--- config.mk ---
export PLATFORM = sky130hd
export DESIGN_NAME = traffic_request_frontend
export DESIGN_NICKNAME = d
export VERILOG_FILES = /design/src/rtl/traffic_pkg.sv /design/src/rtl/traffic_request_frontend_input_debouncer.sv /design/src/rtl/traffic_request_frontend.sv
export SDC_FILE = /design/constraint.sdc
export NUM_CORES = 1
export LEC_CHECK = 0
export ABC_AREA = 1
export CORE_ASPECT_RATIO = 1.75
export CORE_MARGIN = 5
export CORE_UTILIZATION = 64
export CTS_BUF_LIST = sky130_fd_sc_hd__clkbuf_2 sky130_fd_sc_hd__clkbuf_4 sky130_fd_sc_hd__clkbuf_8
export DETAILED_ROUTE_END_ITERATION = 7
export PLACE_DENSITY = 0.88
export SYNTH_ARGS = -nofsm -noshare
export SYNTH_HDL_FRONTEND = slang
export SYNTH_SLANG_ARGS = --single-unit
--- constraint.sdc ---
create_clock -name clock -period 2.1 [get_ports clock]
set_input_delay 0.42 -clock clock [delete_from_list [all_inputs] [get_ports clock]]
set_output_delay 0.42 -clock clock [all_outputs]
set_load 0.02 [all_outputs]
--- src/rtl/traffic_pkg.sv ---
// Shared definitions for the junction request front end: way count, event FSM
// encodings, default filter thresholds and the round-robin way picker.
package traffic_pkg;

    localparam int NUM_WAYS            = 4;
    localparam int WAY_W               = 2;
    localparam int DEF_DEBOUNCE_CYCLES = 8;
    localparam int DEF_PRESENCE_CYCLES = 16;

    typedef logic [WAY_W-1:0] way_t;

    typedef enum logic {
        EVT_IDLE  = 1'b0,
        EVT_OFFER = 1'b1
    } evt_state_e;

    // First set bit of pend at or after ptr, wrapping around the four ways.
    function automatic way_t rr_pick(input logic [NUM_WAYS-1:0] pend, input way_t ptr);
        way_t pick;
        logic found;
        pick  = ptr;
        found = 1'b0;
        for (int k = 0; k < NUM_WAYS; k++) begin
            way_t idx;
            idx = way_t'(ptr + way_t'(k));
            if (!found && pend[idx]) begin
                pick  = idx;
                found = 1'b1;
            end
        end
        return pick;
    endfunction

endpackage

--- src/rtl/traffic_request_frontend_input_debouncer.sv ---
// Two-flop synchroniser followed by a stable-sample filter. The output level
// flips once the synced input has disagreed with it for the threshold in force.
module input_debouncer
    import traffic_pkg::*;
#(
    parameter int RISE_CYCLES = DEF_DEBOUNCE_CYCLES,
    parameter int FALL_CYCLES = DEF_DEBOUNCE_CYCLES,
    parameter int CNT_W       = 5
) (
    input  logic clk_i,
    input  logic rst_ni,
    input  logic raw_i,
    output logic level_o
);

    localparam logic [CNT_W-1:0] CNT_ONE = CNT_W'(1);

    logic             sync1_q, sync2_q;
    logic             level_q, level_d;
    logic [CNT_W-1:0] cnt_q, cnt_d;
    logic [CNT_W-1:0] cnt_inc;
    logic [CNT_W-1:0] thr;

    // Rising and falling transitions may need different run lengths (vehicle presence).
    assign thr     = level_q ? CNT_W'(FALL_CYCLES) : CNT_W'(RISE_CYCLES);
    assign cnt_inc = cnt_q + CNT_ONE;

    always_comb begin
        cnt_d   = '0;
        level_d = level_q;
        if (sync2_q != level_q) begin
            if (cnt_inc == thr) begin
                level_d = ~level_q;
            end else begin
                cnt_d = cnt_inc;
            end
        end
    end

    always_ff @(posedge clk_i or negedge rst_ni) begin
        if (!rst_ni) begin
            sync1_q <= 1'b0;
            sync2_q <= 1'b0;
            level_q <= 1'b0;
            cnt_q   <= '0;
        end else begin
            sync1_q <= raw_i;
            sync2_q <= sync1_q;
            level_q <= level_d;
            cnt_q   <= cnt_d;
        end
    end

    assign level_o = level_q;

endmodule

--- src/rtl/traffic_request_frontend.sv ---
// Junction input front end: debounced button latches, qualified loop presence and a
// round-robin request event stream. TRAFFIC_REQ_STATS_EN enables the merge counter.
module traffic_request_frontend
    import traffic_pkg::*;
#(
    parameter int DEBOUNCE_CYCLES = DEF_DEBOUNCE_CYCLES,
    parameter int PRESENCE_CYCLES = DEF_PRESENCE_CYCLES,
    parameter int CNT_W           = 5
) (
    input  logic       clock,
    input  logic       reset,
    input  logic [3:0] btn_raw,
    input  logic [3:0] loop_raw,
    input  logic [3:0] served_ped,
    output logic [3:0] Button,
    output logic [3:0] V,
    output logic       evt_valid,
    output logic [1:0] evt_way,
    input  logic       evt_ready,
    output logic [7:0] merge_count
);

    logic [NUM_WAYS-1:0] btn_lvl;
    logic [NUM_WAYS-1:0] btn_prev_q;
    logic [NUM_WAYS-1:0] btn_set;
    logic [NUM_WAYS-1:0] button_q, button_d;
    logic [NUM_WAYS-1:0] pend_q, pend_d;
    logic [NUM_WAYS-1:0] hs_mask;
    logic                handshake;
    evt_state_e          state_q;
    logic                evt_valid_q;
    way_t                evt_way_q;
    way_t                rr_ptr_q;

    for (genvar g = 0; g < NUM_WAYS; g++) begin : g_way
        input_debouncer #(
            .RISE_CYCLES(DEBOUNCE_CYCLES),
            .FALL_CYCLES(DEBOUNCE_CYCLES),
            .CNT_W      (CNT_W)
        ) u_btn (
            .clk_i  (clock),
            .rst_ni (reset),
            .raw_i  (btn_raw[g]),
            .level_o(btn_lvl[g])
        );

        input_debouncer #(
            .RISE_CYCLES(PRESENCE_CYCLES),
            .FALL_CYCLES(DEBOUNCE_CYCLES),
            .CNT_W      (CNT_W)
        ) u_loop (
            .clk_i  (clock),
            .rst_ni (reset),
            .raw_i  (loop_raw[g]),
            .level_o(V[g])
        );
    end

    // A new request needs a debounced rising edge, an idle latch and no walk-green in progress;
    // the walk-green feedback always overrides a simultaneous set.
    assign btn_set   = btn_lvl & ~btn_prev_q & ~served_ped & ~button_q;
    assign button_d  = (button_q | btn_set) & ~served_ped;
    assign handshake = evt_valid_q & evt_ready;
    assign hs_mask   = handshake ? (NUM_WAYS'(1) << evt_way_q) : '0;
    assign pend_d    = (pend_q & ~hs_mask) | btn_set;

    always_ff @(posedge clock or negedge reset) begin
        if (!reset) begin
            btn_prev_q <= '0;
            button_q   <= '0;
            pend_q     <= '0;
        end else begin
            btn_prev_q <= btn_lvl;
            button_q   <= button_d;
            pend_q     <= pend_d;
        end
    end

    always_ff @(posedge clock or negedge reset) begin
        if (!reset) begin
            state_q     <= EVT_IDLE;
            evt_valid_q <= 1'b0;
            evt_way_q   <= '0;
            rr_ptr_q    <= '0;
        end else begin
            case (state_q)
                EVT_IDLE: begin
                    if (|pend_q) begin
                        evt_way_q   <= rr_pick(pend_q, rr_ptr_q);
                        evt_valid_q <= 1'b1;
                        state_q     <= EVT_OFFER;
                    end
                end
                EVT_OFFER: begin
                    if (evt_ready) begin
                        evt_valid_q <= 1'b0;
                        rr_ptr_q    <= way_t'(evt_way_q + way_t'(1));
                        state_q     <= EVT_IDLE;
                    end
                end
            endcase
        end
    end

`ifdef TRAFFIC_REQ_STATS_EN
    logic [NUM_WAYS-1:0] merge_hits;
    logic [2:0]          n_merge;
    logic [8:0]          merge_sum;
    logic [7:0]          merge_q, merge_d;

    // A press landing on a way whose event is still pending (including the accept cycle) merges.
    assign merge_hits = btn_set & pend_q;
    assign n_merge    = 3'(merge_hits[0]) + 3'(merge_hits[1]) + 3'(merge_hits[2]) + 3'(merge_hits[3]);
    assign merge_sum  = {1'b0, merge_q} + 9'(n_merge);
    assign merge_d    = merge_sum[8] ? 8'hff : merge_sum[7:0];

    always_ff @(posedge clock or negedge reset) begin
        if (!reset) begin
            merge_q <= '0;
        end else begin
            merge_q <= merge_d;
        end
    end

    assign merge_count = merge_q;
`else
    assign merge_count = 8'd0;
`endif

    assign Button    = button_q;
    assign evt_valid = evt_valid_q;
    assign evt_way   = evt_way_q;

endmodule

==> metrics.md, run 1 <==
| Metric | Value |
|---|---|
| Outcome | `finished, final reports clean` |
| Pre-Repair DR Iteration Count | `4` |
| Die footprint | `7435 um^2` |
| Num CTS Buffers | `9` |
| Layout cells sized above 1 | `9.722%` |
| Worst path buffer plus inverter count | `1` |
| Crit path time final | `1869 ps` |
| Filler Cell Count | `405` |
| Delay-heaviest family, CP | `buffers and inverters` |
| Setup crit start | `evt_valid` |
| Gr ovfl total | `0` |
| MaxCap Viol Count | `0` |
| WP data required | `1680 ps` |
| Post-CTS sizing | `0` |
| Wire length per cell | `12.31 um` |
| Design area | `4215 um^2` |
| Vias per cell | `5.037` |
| Max-slew violation count | `0` |
| Final ANT Viol Nets | `0` |
| CP max FO | `6` |
| FP Rows | `36` |
| Crit-path slowest cell | `clkdlybuf4s50_1` |
| Die height | `110.4 um` |
| Postcts setup bufs | `0` |
| Placed inst area | `3988 um^2` |
| Setup TNS | `0 ps` |
| HPWL Detailed | `4673 um` |
| First-pass GRT wire length | `10940 um` |
| Vias | `2559` |
| Hold Slack | `22.88 ps` |
| WP data arrival | `1450 ps` |
| Fin cells | `508` |
| Sequential-to-total area share from yosys stat | `55.69%` |
| Number of global-route vias before repair | `2634` |
| Unrepaired setup endpoints after global routing | `false` |
| CP Class | `reg -> out` |
| TritonCTS clock tree | `built` |
| Antenna diodes | `0` |
| Iter 0 DRT Violations | `128` |
| Cell Area, Synth | `3685 um^2` |
| Clock sinks | `82` |
| DRT Wirelength | `6252 um` |
| Worst-Skew Late Latency | `350 ps` |
| Share of the clock period used by the worst path | `88.98%` |
| All-Layer GR Usage | `19.55%` |
| Synth warn | `0` |
| Final Util | `75.47%` |
| # IOs | `34` |
| Starting Density | `65.97%` |
| CTS Root Cell | `clkbuf_8` |
| Reg2reg start | `g_way[1].u_loop.cnt_q[0]` |
| Number of nets in the layout | `454` |
| Setup crit start kind | `register` |
| Clock Path Buffers | `2` |
| Post-Synthesis Cells | `394` |
| Drt drc | `0` |
| Critical Path End Type | `output port` |
| #FFs+latches synth | `82` |
| Area delta synth->final | `14.40%` |
| Hold_buf cts | `0` |
| Cells after DPL | `492` |
| Core Box Area | `5585 um^2` |
| Netlist cell types | `24` |
| Die W | `67.36 um` |
| Total power draw | `3.960 mW` |
| Most frequent cells in the layout | `82 x dfrtp_1, 74 x nand2_1, 54 x inv_1, 42 x nor2_1, 33 x nand3_1` |
| Average cell area after synthesis | `9.352 um^2` |
| Pre-CTS setup slack | `429.1 ps` |
| Routability congestion estimate from global placement | `0.7998` |
| Fmax | `535.2 MHz` |
| Hold Vio Cnt, Final | `0` |
| Final Setup Violations | `0` |
| Largest net degree at the start of global routing | `38` |
| Crit path largest cell delay | `650 ps` |
| Pwr/cell area | `939.4 nW/um^2` |
| Port bufs | `25` |
| Peak VDD IR | `0.9782 mV` |
| CP cell instances | `clkdlybuf4s50_1` |
| Most common cell after layout, fill and taps aside | `dfrtp_1` |
| Initial antenna violation count | `0` |
| H-tree depth | `3` |
| Clock transition at path regs | `80 ps` |
| Lkg Pwr | `2.157 nW` |
| Worst Hold Class | `in -> async` |
| Clk_skew | `9.388 ps` |
| Final critical-path setup slack | `231.4 ps` |
==> flip-flops by register name, summed over array words and instances, names as in the netlist <==
signal / cells
g_way.u_btn.cnt_q: 20
g_way.u_loop.cnt_q: 20
Button: 4
btn_prev_q: 4
g_way.u_btn.level_o: 4
g_way.u_btn.sync1_q: 4
g_way.u_btn.sync2_q: 4
g_way.u_loop.level_o: 4
g_way.u_loop.sync1_q: 4
g_way.u_loop.sync2_q: 4
pend_q: 4
evt_way: 2
rr_ptr_q: 2
evt_valid: 1
state_q: 1
==> worst reg2reg max path: stages, from the launching register on <==
cell	delay, ps
dfrtp_1	400
ha_1	200
nand2_1	90
inv_2	100
nand2_1	70
xnor2_1	220
nand2_1	80
nand2_1	90
nand3_1	150
nand2_1	140
nor2_1	60
==> layer usage <==
metal,track usage (%),share of wire (%)
met1,21.23,38
met4,8.999,2.7
met5,0,0
met2,35.54,56
met3,3.955,3.2
==> power breakdown <==
group / switching, mW / total (mW) / internal, mW
clock: 0.549 / 1.25 / 0.703
sequential: 0.152 / 1.86 / 1.71
combinational: 0.518 / 0.849 / 0.331
total: 1.22 / 3.96 / 2.74
==> area by class of cell <==
| type | instances | area, um^2 | area share [%] |
|---|---|---|---|
| multi-input cells | 244 | 1320 | 31.32 |
| repair buffers | 28 | 282.8 | 6.708 |
| flip-flops and latches | 82 | 2052 | 48.68 |
| inverters | 62 | 237.7 | 5.640 |
| well taps | 76 | 95.09 | 2.256 |
| clock inverters | 6 | 90.09 | 2.137 |
| clock buffers | 10 | 137.6 | 3.265 |
==> worst paths after layout <==
check | end | slack (ps) | depth (start not counted)
max | evt_valid | 230 | 1
min | g_way[3].u_btn.cnt_q[2] | 20 | 1
max reg2reg | g_way[1].u_loop.cnt_q[0] | 400 | 10
min reg2reg | g_way[2].u_loop.sync2_q | 350 | 0
max in group asynchronous | rr_ptr_q[1] | 1540 | 2
min in group clock | g_way[2].u_loop.sync2_q | 350 | 0
==> cell families (layout without fill, tap and decap cells) <==
logic type | after synthesis | in the layout | synth area share, %
DFF | 82 | 82 | 55.69
AOI/OAI and AO/OA | 23 | 23 | 3.328
other | 1 | 8 | 0.1018
and+or+nand+nor | 177 | 177 | 21.90
buffers and inverters | 75 | 106 | 9.202
xor gates and xnor gates | 24 | 24 | 5.705
adders and majority gates | 12 | 12 | 4.075
==> cells in the mapped netlist <==
master	count	area (um^2)
a21oi_1	8	40.04
nand3_2	1	10.01
nor2_8	1	20.02
inv_2	6	22.52
xnor2_1	16	140.1
or3b_2	1	8.760
conb_1	1	3.750
buf_6	1	11.26
xor2_1	8	70.07
ha_1	12	150.1
nand3_1	33	165.2
o31ai_1	3	22.52
nor2_1	42	157.7
inv_4	2	12.51
nand2_4	3	33.78
dfrtp_1	82	2052
buf_4	12	90.09
inv_1	54	202.7
nor3_1	8	40.04
o21ai_0	12	60.06
nor4_1	1	6.260
nand3b_1	5	37.54
nand2_2	8	50.05
nand2_1	74	277.8
(Power assumes the default switching activity.)
==> inputs of run 2 (changes only) <==
CTS_BUF_LIST = sky130_fd_sc_hd__clkbuf_4 sky130_fd_sc_hd__clkbuf_8   (was sky130_fd_sc_hd__clkbuf_2 sky130_fd_sc_hd__clkbuf_4 sky130_fd_sc_hd__clkbuf_8)
==> results of run 2 <==
Final layout, timing and power as in run 1 (identical DEF).
